--- config.mk ---
export PLATFORM = sky130hd
export DESIGN_NAME = sap_register_bank
export DESIGN_NICKNAME = d
export VERILOG_FILES = /design/src/rtl/sap_regbank_pkg.sv /design/src/rtl/sap_regbank_cell.sv /design/src/rtl/sap_register_bank.sv
export SDC_FILE = /design/constraint.sdc
export NUM_CORES = 1
export LEC_CHECK = 0
export BUFFER_PORTS_ARGS = -buffer_cell sky130_fd_sc_hd__buf_4
export CAP_MARGIN = 20
export CORE_MARGIN = 10
export CORE_UTILIZATION = 60
export CTS_BUF_LIST = sky130_fd_sc_hd__clkbuf_8
export DETAILED_ROUTE_END_ITERATION = 8
export GPL_TIMING_DRIVEN = 0
export PLACE_DENSITY_LB_ADDON = 0.12
export SLEW_MARGIN = 30
export SYNTH_ARGS = -nofsm -noshare
export SYNTH_HDL_FRONTEND = slang
export SYNTH_SLANG_ARGS = --single-unit
export TNS_END_PERCENT = 100
--- constraint.sdc ---
create_clock -name clk -period 3.83 [get_ports clk]
set_input_delay 0.383 -clock clk [delete_from_list [all_inputs] [get_ports clk]]
set_output_delay 0.383 -clock clk [all_outputs]
set_load 0.05 [all_outputs]
--- src/rtl/sap_regbank_pkg.sv ---
// ----------------------------------------------------------------------------
// sap_regbank_pkg
//   Shared types and helpers for the SAP register bank.
//   - xfer_state_t : transfer sequencer states (IDLE, XFER_RD, XFER_WR)
//   - op_t         : decoded bus command (OP_NONE, OP_LOAD, OP_INC, OP_XFER)
//   - decode_op()  : fixed-priority decode of the active-low command strobes
//                    (load beats inc beats xfer; losers are dropped)
// ----------------------------------------------------------------------------
package sap_regbank_pkg;

   typedef enum logic [1:0] {
      IDLE    = 2'd0,
      XFER_RD = 2'd1,
      XFER_WR = 2'd2
   } xfer_state_t;

   typedef enum logic [1:0] {
      OP_NONE = 2'd0,
      OP_LOAD = 2'd1,
      OP_INC  = 2'd2,
      OP_XFER = 2'd3
   } op_t;

   function automatic op_t decode_op(input logic n_load,
                                     input logic n_inc,
                                     input logic n_xfer);
      op_t op;
      op = OP_NONE;
      if (!n_load) begin
         op = OP_LOAD;
      end else if (!n_inc) begin
         op = OP_INC;
      end else if (!n_xfer) begin
         op = OP_XFER;
      end
      return op;
   endfunction

endpackage

--- src/rtl/sap_regbank_cell.sv ---
// ----------------------------------------------------------------------------
// sap_regbank_cell
//   One WIDTH-bit bus register.
//   Ports:
//     clk       rising-edge clock
//     rst       synchronous reset, active-high (loads RESET_VAL)
//     clear     synchronous clear, active-high (loads RESET_VAL)
//     wr_en     write wr_data this edge (wins over inc_en)
//     wr_data   data to write
//     inc_en    increment modulo 2^WIDTH this edge
//     value     current register contents
//     carry_out high when an increment this edge would wrap to zero
// ----------------------------------------------------------------------------
module sap_regbank_cell #(
   parameter int               WIDTH     = 8,
   parameter logic [WIDTH-1:0] RESET_VAL = '0
) (
   input  logic             clk,
   input  logic             rst,
   input  logic             clear,
   input  logic             wr_en,
   input  logic [WIDTH-1:0] wr_data,
   input  logic             inc_en,
   output logic [WIDTH-1:0] value,
   output logic             carry_out
);

   logic [WIDTH-1:0] value_reg;

   always_ff @(posedge clk) begin
      if (rst || clear) begin
         value_reg <= RESET_VAL;
      end else if (wr_en) begin
         value_reg <= wr_data;
      end else if (inc_en) begin
         value_reg <= value_reg + 1'b1;
      end
   end

   assign value     = value_reg;
   // All-ones is the only value whose increment wraps.
   assign carry_out = &value_reg;

endmodule

--- src/rtl/sap_register_bank.sv ---
// ----------------------------------------------------------------------------
// sap_register_bank
//   Bank of DEPTH bus registers (WIDTH bits each) for the 8-bit bus computer.
//   Commands are active-low: load (bus_in -> reg[addr]), increment, and a
//   two-cycle register-to-register transfer (reg[src_addr] -> reg[addr]).
//   The bus output is a value plus a drive strobe; no tristates inside.
//
//   Optional feature macro: SAP_REGBANK_FLAGS_EN
//     defined   : flag_zero/flag_carry track the most recent register write
//     undefined : both flags are tied low
//
//   Ports:
//     clk, rst             clock, synchronous active-high reset
//     clear                synchronous clear of all registers, aborts transfer
//     n_load/n_inc/n_xfer  active-low commands (priority load > inc > xfer)
//     n_enable             active-low read enable for bus_out
//     addr                 target / read index
//     src_addr             transfer source index
//     bus_in               bus data in
//     bus_out              reg[addr] while n_enable=0, else 0
//     bus_drive            ~n_enable
//     busy                 transfer in progress (commands ignored)
//     flag_zero/flag_carry status flags (see macro above)
// ----------------------------------------------------------------------------
module sap_register_bank
   import sap_regbank_pkg::*;
#(
   parameter int               WIDTH     = 8,
   parameter int               DEPTH     = 4,
   parameter logic [WIDTH-1:0] RESET_VAL = '0,
   localparam int              AW        = ($clog2(DEPTH) < 1) ? 1 : $clog2(DEPTH)
) (
   input  logic             clk,
   input  logic             rst,
   input  logic             clear,
   input  logic             n_load,
   input  logic             n_inc,
   input  logic             n_xfer,
   input  logic             n_enable,
   input  logic [AW-1:0]    addr,
   input  logic [AW-1:0]    src_addr,
   input  logic [WIDTH-1:0] bus_in,
   output logic [WIDTH-1:0] bus_out,
   output logic             bus_drive,
   output logic             busy,
   output logic             flag_zero,
   output logic             flag_carry
);

   xfer_state_t      state_reg, state_next;
   logic [AW-1:0]    dst_reg, src_reg;
   logic [WIDTH-1:0] hold_reg;

   logic [WIDTH-1:0] cell_value [DEPTH];
   logic [DEPTH-1:0] cell_carry;
   logic [DEPTH-1:0] cell_wr_en;
   logic [DEPTH-1:0] cell_inc_en;
   logic [WIDTH-1:0] wr_data;

   op_t              op;
   logic             busy_int;

   logic [WIDTH-1:0] rd_value;
   logic             rd_carry;
   logic             addr_hit;
   logic [WIDTH-1:0] src_value;
   logic             dst_hit;

   assign busy_int = (state_reg != IDLE);

   // Commands are only honoured while idle; during a transfer they vanish.
   assign op = busy_int ? OP_NONE : decode_op(n_load, n_inc, n_xfer);

   // Load and the transfer write can never coincide (load needs idle,
   // the transfer write happens in XFER_WR), so one shared data mux suffices.
   assign wr_data = (op == OP_LOAD) ? bus_in : hold_reg;

   // ------------------------------------------------------------------------
   // Register cells. Indices >= DEPTH simply match no cell, which makes
   // writes/increments/transfers to them no-ops.
   // ------------------------------------------------------------------------
   generate
      for (genvar gi = 0; gi < DEPTH; gi++) begin : g_cell
         assign cell_wr_en[gi]  = ((op == OP_LOAD) && (addr == AW'(gi))) ||
                                  ((state_reg == XFER_WR) && (dst_reg == AW'(gi)));
         assign cell_inc_en[gi] = (op == OP_INC) && (addr == AW'(gi));

         sap_regbank_cell #(
            .WIDTH     (WIDTH),
            .RESET_VAL (RESET_VAL)
         ) u_cell (
            .clk       (clk),
            .rst       (rst),
            .clear     (clear),
            .wr_en     (cell_wr_en[gi]),
            .wr_data   (wr_data),
            .inc_en    (cell_inc_en[gi]),
            .value     (cell_value[gi]),
            .carry_out (cell_carry[gi])
         );
      end
   endgenerate

   // ------------------------------------------------------------------------
   // Read muxes: out-of-range indices read as zero.
   // ------------------------------------------------------------------------
   always_comb begin
      rd_value  = '0;
      rd_carry  = 1'b0;
      addr_hit  = 1'b0;
      src_value = '0;
      dst_hit   = 1'b0;
      for (int i = 0; i < DEPTH; i++) begin
         if (addr == AW'(i)) begin
            rd_value = cell_value[i];
            rd_carry = cell_carry[i];
            addr_hit = 1'b1;
         end
         if (src_reg == AW'(i)) begin
            src_value = cell_value[i];
         end
         if (dst_reg == AW'(i)) begin
            dst_hit = 1'b1;
         end
      end
   end

   assign bus_out   = n_enable ? '0 : rd_value;
   assign bus_drive = ~n_enable;
   assign busy      = busy_int;

   // ------------------------------------------------------------------------
   // Transfer sequencer
   // ------------------------------------------------------------------------
   always_comb begin
      state_next = state_reg;
      unique case (state_reg)
         IDLE:    if (op == OP_XFER) state_next = XFER_RD;
         XFER_RD: state_next = XFER_WR;
         XFER_WR: state_next = IDLE;
         default: state_next = IDLE;
      endcase
   end

   always_ff @(posedge clk) begin
      if (rst || clear) begin
         state_reg <= IDLE;
         dst_reg   <= '0;
         src_reg   <= '0;
         hold_reg  <= '0;
      end else begin
         state_reg <= state_next;
         if (op == OP_XFER) begin
            dst_reg <= addr;
            src_reg <= src_addr;
         end
         if (state_reg == XFER_RD) begin
            hold_reg <= src_value;
         end
      end
   end

   // ------------------------------------------------------------------------
   // Status flags
   // ------------------------------------------------------------------------
`ifdef SAP_REGBANK_FLAGS_EN
   logic flag_zero_reg, flag_carry_reg;

   always_ff @(posedge clk) begin
      if (rst || clear) begin
         flag_zero_reg  <= 1'b0;
         flag_carry_reg <= 1'b0;
      end else if ((op == OP_LOAD) && addr_hit) begin
         flag_zero_reg  <= (bus_in == '0);
         flag_carry_reg <= 1'b0;
      end else if ((op == OP_INC) && addr_hit) begin
         // An increment lands on zero exactly when it wraps.
         flag_zero_reg  <= rd_carry;
         flag_carry_reg <= rd_carry;
      end else if ((state_reg == XFER_WR) && dst_hit) begin
         flag_zero_reg  <= (hold_reg == '0);
         flag_carry_reg <= 1'b0;
      end
   end

   assign flag_zero  = flag_zero_reg;
   assign flag_carry = flag_carry_reg;
`else
   assign flag_zero  = 1'b0;
   assign flag_carry = 1'b0;

   logic unused_flag_terms;
   assign unused_flag_terms = ^{1'b0, rd_carry, addr_hit, dst_hit};
`endif

endmodule
After elaboration in Yosys (flattened, before gate mapping)
Index checks and enable logic that the tools add are counted.
- divide/modulo/power cells: 0
- add/sub/neg operators: 4
- multiply operators: 0
- reduce and logical (&&, ||, !) cells: 26
- eq/ne operators: 15
- order comparisons: 0
- bitwise logic cells: 1
- shifts and indexed selects: 0
- mux-type cells: 24
- operators by type and width (operator ; count):
    two-way mux 8 bit ; 18
    adder 8 x 1 -> 8 bit, second input constant ; 4
    equality test 2 bit, second input constant ; 9
    logical AND 1 bit ; 12
    equality test 2 x 1 -> 1 bit, second input constant ; 5
    two-way mux 2 bit ; 5
    nonzero test 2 bit ; 5
    logical NOT 2 bit ; 4
    logical OR 1 bit ; 5
    case mux 2 bit (2 select lines) ; 1
    != test 2 bit, second input constant ; 1
    inverter 1 bit ; 1
- memories kept: 0
- bits of input ports: 19
- logic and storage cells: 78
- memory bits (read-only): 0
- bits in registers: 46
- latch bits: 0
- bits in writable memories: 0
- output and inout bits: 12

Depth between registers and ports, before layout
Gate-level depths: netlist (run 1).
- depth after elaboration: 8
- gate-level depth with buffers: 7
- gate-level depth less buffers: 6

Modules after synthesis
Synthesis (run 1) repeated with hierarchy kept, for this count alone.
- cells, all modules: 315
- area, all modules: 2909.0 sq um
- modules (own cells, without submodules) (module ; area an instance (sq um) ; times used ; cells each ; seq. area each (sq um)):
    sap_regbank_cell ; 424.2 ; 4 ; 51 ; 160.2
    sap_register_bank ; 1212.4 ; 1 ; 111 ; 280.3

Worst setup path after synthesis (run 1)
No wires, ideal clock.
- kind: input to output
- start: input addr[1]
- end: output bus_out[5]
- slack: 1.872 ns
- path buffers: 2
- stages on the path: 4
- data required time: 3.447 ns
- arrival time: 1.575 ns
- cell sequence: buf_6 > buf_2 > mux4_2 > and2_1
- word-level cells in the longest chain between the ends: 6
- elaborated cells on any way between the ends: 9
- those cells by class: 3 x eq/ne; 5 x mux; 1 x reduce/logical
- ends and longest elaborated chain (what ; RTL line ; source):
    from (decl) ; sap_register_bank.sv:40 ; input logic [AW-1:0] addr,
    logical NOT 2 bit ; sap_register_bank.sv:114 ; if (addr == AW'(i)) begin
    two-way mux 8 bit (3 in series) ; sap_register_bank.sv:114 ;
    two-way mux 8 bit (*) ; sap_register_bank.sv:114 ;
    two-way mux 8 bit (*) ; sap_register_bank.sv:128 ; assign bus_out = n_enable ? '0 : rd_value;
    to (decl) ; sap_register_bank.sv:43 ; output logic [WIDTH-1:0] bus_out,
Mark *: on every way between the ends. The rest lies on a longest branch, timed or not.

Worst setup path after layout (run 1)
- start: register state_reg[1]
- end: register g_cell[0].u_cell.value_reg[4]
- word-level cells in the longest chain between the ends: 6
- elaborated cells on any way between the ends: 12
- those cells by class: 3 x eq/ne; 3 x mux; 6 x reduce/logical
- ends and longest elaborated chain (what ; RTL line ; source):
    from (decl) ; sap_register_bank.sv:50 ; xfer_state_t state_reg, state_next;
    from (signal assigned) ; sap_register_bank.sv:152 ; state_reg <= state_next;
    nonzero test 2 bit ; sap_register_bank.sv:69 ; assign busy_int = (state_reg != IDLE);
    two-way mux 2 bit ; sap_register_bank.sv:72 ; assign op = busy_int ? OP_NONE : decode_op(n_load, n_inc, n_xfer);
    equality test 2 x 1 -> 1 bit ; sap_register_bank.sv:76, sap_register_bank.sv:84 ;
    logical AND 1 bit ; sap_register_bank.sv:84 ; assign cell_wr_en[gi] = ((op == OP_LOAD) && (addr == AW'(gi))) ||
    logical OR 1 bit ; sap_register_bank.sv:84 ;
    two-way mux 8 bit / nonzero test 2 bit (equally long branches) ; - ;
    to (signal assigned) ; sap_regbank_cell.sv:34 ; value_reg <= wr_data;
    to (signal assigned) ; sap_regbank_cell.sv:36 ; value_reg <= value_reg + 1'b1;
    to (decl) ; sap_regbank_cell.sv:28 ; logic [WIDTH-1:0] value_reg;
Several ways; a longest one is shown, not always the timed one.
A chain may end at the register's enable or synchronous reset.

==> flow_summary.yaml, run 1 <==
final_layout:
  area_growth_pct: 12.84
  layout-drive-gt1-share_pct: 20.72
  final_common_cell: "nand2_1"
  largest_reg_flops: 32
  finalNetCount: 413
  mostFrequentLayoutCells: "nand2_1, dfxtp_1, a21oi_1"
  fin_cells: 458
  n_antenna_cell: 0
clock_network:
  htree_levels: 2
  clk_pin_slew_ns: 0.09
  cts-resized-gates: 0
  postCtsSetupBuffers: 0
  cts_tree: "yes"
  clock_path_buffers: 2
  cts-root-buf: "clkbuf_8"
  ctsHoldBuffers: 0
  clkLatencyLatePin_ns: 0.31
  cts_made_buffers: 5
  cts_sinks: 46
setup_path:
  reg2reg_slack_ns: 1.58
  crit_required_ns: 4.02
  crit_end: "g_cell[0].u_cell.value[4]"
  crit_slowest_cell: "mux2i_1"
  cpPeakStageDelay_ns: 0.64
  startpoint: "state_reg[1]"
  crit_chain: "buf_4 > nor3_4 > mux2i_1 > o22ai_1 > a21oi_1 > nor2_1"
  crit_cells: 6
  cp.buffers_inverters: 1
  rr_startpoint: "state_reg[1]"
  start_kind: "flip-flop"
  cpLargestDelayFamily: "multiplexers"
  r2r_end: "g_cell[0].u_cell.value[4]"
  ff2ff_path_depth: 6
  worstPathMaxFanout: 10
  crit_path_end_kind: "flip-flop"
  arrival_ns: 2.43
  worstSetupPathType: "reg2reg"
route:
  first_iter_violations: 314
  drc: 0
  vias: 2978
  routed_via_density: 6.502
  antenna_left: 0
  avgRoutedWirePerCell_um: 20.08
  drt_wl_total_um: 9195
  first_pass_iters: 5
synth:
  yosysSeqAreaShare_pct: 30.49
  syn_area_um2: 3020
  synthFlopType: "dfxtp_1"
  async_flop_share_pct: 0
  syn-mean-instance-area_um2: 8.484
  synthCells: 356
  ys.warnings.count: 0
  synth_seq_cells: 46
  synth_edf_count: 0
  synthDistinctLibCells: 56
timing:
  setup_viol: 0
  maxSlewViolCount: 0
  hold_viol_final: 0
  slew_headroom_pct: 53.02
  rsz0062_at_grt: "false"
  fin_tns_setup_ns: 0
  period_share_pct: 58.62
  fmaxAchievable_ghz: 0.4454
  skew_ns: 0.01267
  period_minus_slack_ns: 2.245
  tightest_slew_ns: 0.7048
floorplan:
  num_rows: 25
  coreArea_um2: 4786
  die_w_um: 90.95
  dieArea_um2: 8272
  die_h_um: 90.95
  initial_core_util_pct: 63.11
  io_pins: 31
status:
  status: "finished clean"
place:
  placed_cells: 450
  io_buffer_count: 26
  place.gp.congestion: 0.9344
  dp_hpwl_um: 6812
power:
  vdd_drop_max_uv: 186.4
  p_seq_share_pct: 50.5
  p_int_uw: 702.4
  comb_power_share_pct: 14.4
  power_switching_share_pct: 28.18
  p_leak_uw: 0.001251
  total_power_uw: 978.0
  clkPwrFrac_pct: 35.0
  power.net_switching_uw: 275.6
  power_density_nw_per_um2: 287.0
grt:
  grtUsageTotal_pct: 21.91
  overflow: 0
  antenna_found_initial: 0
  grt_pass1_wl_um: 14730
  grt_max_degree: 15
  grt_pass1_vias: 2914
job:
  maxCapViolations: 0
min_path:
  hold_class: "in2reg"
power by group through the flow:
stage	logic, µW	registers (µW)	clock network (µW)
final	141	494	343
after global routing	151	495	363
after CTS	138	494	343
after detailed placement	138	505	0
after global placement	136	504	0
after floorplan	92.8	502	0
area by class of cell:
cell class,instances,area (µm²)
Clock inverter,1,8.758
Timing Repair Buffer,26,195.2
Multi-Input combinational cell,284,1956
Tap cell,67,83.83
Sequential cell,46,920.9
Inverter,5,18.77
Clock buffer,7,96.34
Fill cell,395,1378
Buffer,22,128.9
worst min-delay path by stage:
stage / start / end / slack [ns] / cells past startpoint
floorplan: hold_reg[4] / hold_reg[4] / 0.44 / 2
detailed placement: hold_reg[1] / hold_reg[1] / 0.45 / 2
CTS: n_xfer / state_reg[0] / 0.26 / 2
global placement: hold_reg[0] / hold_reg[0] / 0.44 / 2
global route: n_xfer / state_reg[0] / 0.27 / 2
finish: n_xfer / state_reg[0] / 0.26 / 2
synth_stat cells, types with 2 or more instances:
cell	instances	area (µm²)
a31oi_1	10	62.56
o21ai_0	16	80.08
nor3_4	2	32.53
a32oi_1	2	17.52
a211oi_1	3	22.52
nand4_1	8	50.05
mux4_2	15	337.8
ha_1	4	50.05
buf_4	4	30.03
inv_1	4	15.01
nand2_1	60	225.2
o22ai_1	2	12.51
nor2b_1	2	12.51
o32a_1	2	20.02
nor3_1	5	25.02
or2_2	3	18.77
nor4_1	2	12.51
nand2b_1	3	18.77
clkbuf_1	7	26.28
buf_6	3	33.78
mux2i_1	5	50.05
buf_2	7	35.03
a22oi_1	4	30.03
and3_1	8	50.05
nand3_1	12	60.06
nor2_1	27	101.4
and2_1	11	68.82
a311oi_1	2	17.52
xnor2_1	3	26.28
xor2_1	8	70.07
a21oi_1	40	200.2
nand4b_1	2	17.52
or3_1	2	12.51
dfxtp_1	46	920.9
cells by family after synthesis:
kind of cell               Yosys count  share of synthesized area, %
AOI/OAI and AO/OA                   88                         18.02
xor gates and xnor gates            11                         3.190
adders and majority gates            4                         1.657
buffers and inverters               27                         4.888
DFF                                 46                         30.49
muxes                               21                         13.71
other                                1                        0.1242
and+or+nand+nor                    158                         27.92
routing by layer:
layer | wire (µm) | share of wire, % | global-route usage (%) | up-vias
met5 | 0 | 0 | 0 | -
met4 | 257 | 2.8 | 10.05 | 0
met3 | 955 | 10 | 6.173 | 28
met2 | 4368 | 48 | 35.14 | 177
met1 | 3615 | 39 | 26.65 | 1405
li1 | - | - | - | 1368
per-stage QoR:
| stage | hold WS, ns | instance area [µm²] | utilization [%] | setup slack [ns] |
|---|---|---|---|---|
| 2_1_floorplan | 0.4357 | 3024 | - | 1.872 |
| 3_3_place_gp | 0.4441 | 3303 | 69.02 | 1.693 |
| 3_5_place_dp | 0.4476 | 3303 | 69.02 | 1.672 |
| 4_1_cts | 0.2595 | 3408 | 71.22 | 1.658 |
| 5_1_grt | 0.2678 | 3408 | 71.22 | 1.509 |
| 6_report | 0.2605 | 3408 | 71.22 | 1.585 |
Power figures use the tool's default switching activity.
==> run 2: changes to the inputs <==
==> constraint.sdc (replaced) <==
create_clock -name clk -period 2.2 [get_ports clk]
set_input_delay 0.22 -clock clk [delete_from_list [all_inputs] [get_ports clk]]
set_output_delay 0.22 -clock clk [all_outputs]
set_load 0.05 [all_outputs]
==> flow_summary.yaml, run 2 (synthesis results as in run 1) <==
status:
  status: "finished clean"
clock_network:
  cts_tree: "yes"
  clkLatencyLatePin_ns: 0.31
  postCtsSetupBuffers: 0
  clock_path_buffers: 2
  cts_sinks: 46
  clk_pin_slew_ns: 0.09
  htree_levels: 2
  cts-resized-gates: 0
  ctsHoldBuffers: 0
  cts_made_buffers: 5
  cts-root-buf: "clkbuf_8"
final_layout:
  finalNetCount: 413
  final_common_cell: "nand2_1"
  design_area_um2: 3412
  mostFrequentLayoutCells: "nand2_1, dfxtp_1, a21oi_1"
  nFillCells: 395
  layout-drive-gt1-share_pct: 20.97
  area_growth_pct: 12.97
  final_util_pct: 71.29
  largest_reg_flops: 32
  fin_cells: 458
  n_antenna_cell: 0
setup_path:
  arrival_ns: 2.27
  worstSetupPathType: "reg2reg"
  rr_startpoint: "state_reg[1]"
  crit_required_ns: 2.39
  crit_chain: "buf_4 > nor3_4 > mux2i_2 > o22ai_1 > a21oi_1 > nor2_1"
  startpoint: "state_reg[1]"
  worstPathMaxFanout: 10
  start_kind: "flip-flop"
  cp.buffers_inverters: 1
  crit_slowest_cell: "mux2i_2"
  cpPeakStageDelay_ns: 0.50
  crit_path_end_kind: "flip-flop"
  cpLargestDelayFamily: "simple AND/OR/NAND/NOR gates"
route:
  avgRoutedWirePerCell_um: 20.18
  routed_via_density: 6.566
  first_pass_iters: 6
  drc: 0
  drt_wl_total_um: 9243
  first_iter_violations: 313
  vias: 3007
  antenna_left: 0
power:
  p_leak_uw: 0.001249
  vdd_drop_max_uv: 320.3
  power_density_nw_per_um2: 498.5
place:
  dp_hpwl_um: 6812
  place.gp.congestion: 0.9344
  io_buffer_count: 26
  placed_cell_area_um2: 3303
  placed_cells: 450
timing:
  tightest_slew_ns: 0.7153
  period_share_pct: 94.59
  setup_viol: 0
  fin_tns_setup_ns: 0
  skew_ns: 0.01085
  rsz0062_at_grt: "false"
  slew_headroom_pct: 52.32
  hold_viol_final: 0
  fmaxAchievable_ghz: 0.4806
  period_minus_slack_ns: 2.081
  maxSlewViolCount: 0
grt:
  antenna_found_initial: 0
  grt_max_degree: 15
  grt_pass1_vias: 2914
  grtUsageTotal_pct: 21.91
  overflow: 0
  grt_pass1_wl_um: 14730
job:
  maxCapViolations: 0
floorplan:
  die_h_um: 90.95
  num_rows: 25
  io_pins: 31
  coreArea_um2: 4786
  initial_core_util_pct: 63.11
  die_w_um: 90.95
  dieArea_um2: 8272
min_path:
  hold_class: "in2reg"
  hold_path.startpoint: "n_xfer"
## run 2: where the power goes
part	switching (µW)	internal, µW	leakage (µW)
clock network	305	288	0.0000544
logic	155	92.4	0.000823
registers	17.8	843	0.000371
total	478	1220	0.00125
## run 2: through the flow
step / power [µW] / hold WS (ns) / worst slack, ns
floorplan: 1035 / 0.2985 / 0.5478
global placement: 1115 / 0.4229 / 0.06990
detailed placement: 1119 / 0.4275 / 0.04166
CTS: 1698 / 0.09649 / 0.02780
global route: 1756 / 0.1048 / 0.01891
finish: 1701 / 0.09843 / 0.1191
## run 2: path summary, 6_finish.rpt
kind	to	slack, ns	cells past startpoint
worst max-delay path	g_cell[0].u_cell.value[4]	0.12	6
worst min-delay path	state_reg[0]	0.1	2
worst max register to register	g_cell[0].u_cell.value[4]	0.12	6
worst min register to register	hold_reg[1]	0.46	2
## run 2: metal layers
| layer | up-vias | routed length (µm) | GRT usage, % |
|---|---|---|---|
| li1 | 1368 | - | - |
| met1 | 1419 | 3659 | 26.65 |
| met2 | 188 | 4351 | 35.14 |
| met3 | 32 | 960 | 6.173 |
| met4 | 0 | 272 | 10.05 |
| met5 | - | 0 | 0 |
## run 2: layout make-up
class                           count  area (µm²)  area share [%]
Inverter                            5       18.77          0.5501
Clock inverter                      1       8.758          0.2567
Tap cell                           67       83.83           2.457
Multi-Input combinational cell    284        1959           57.43
Buffer                             22       128.9           3.777
Timing Repair Buffer               26       195.2           5.721
Clock buffer                        7       96.34           2.824
Sequential cell                    46       920.9           26.99
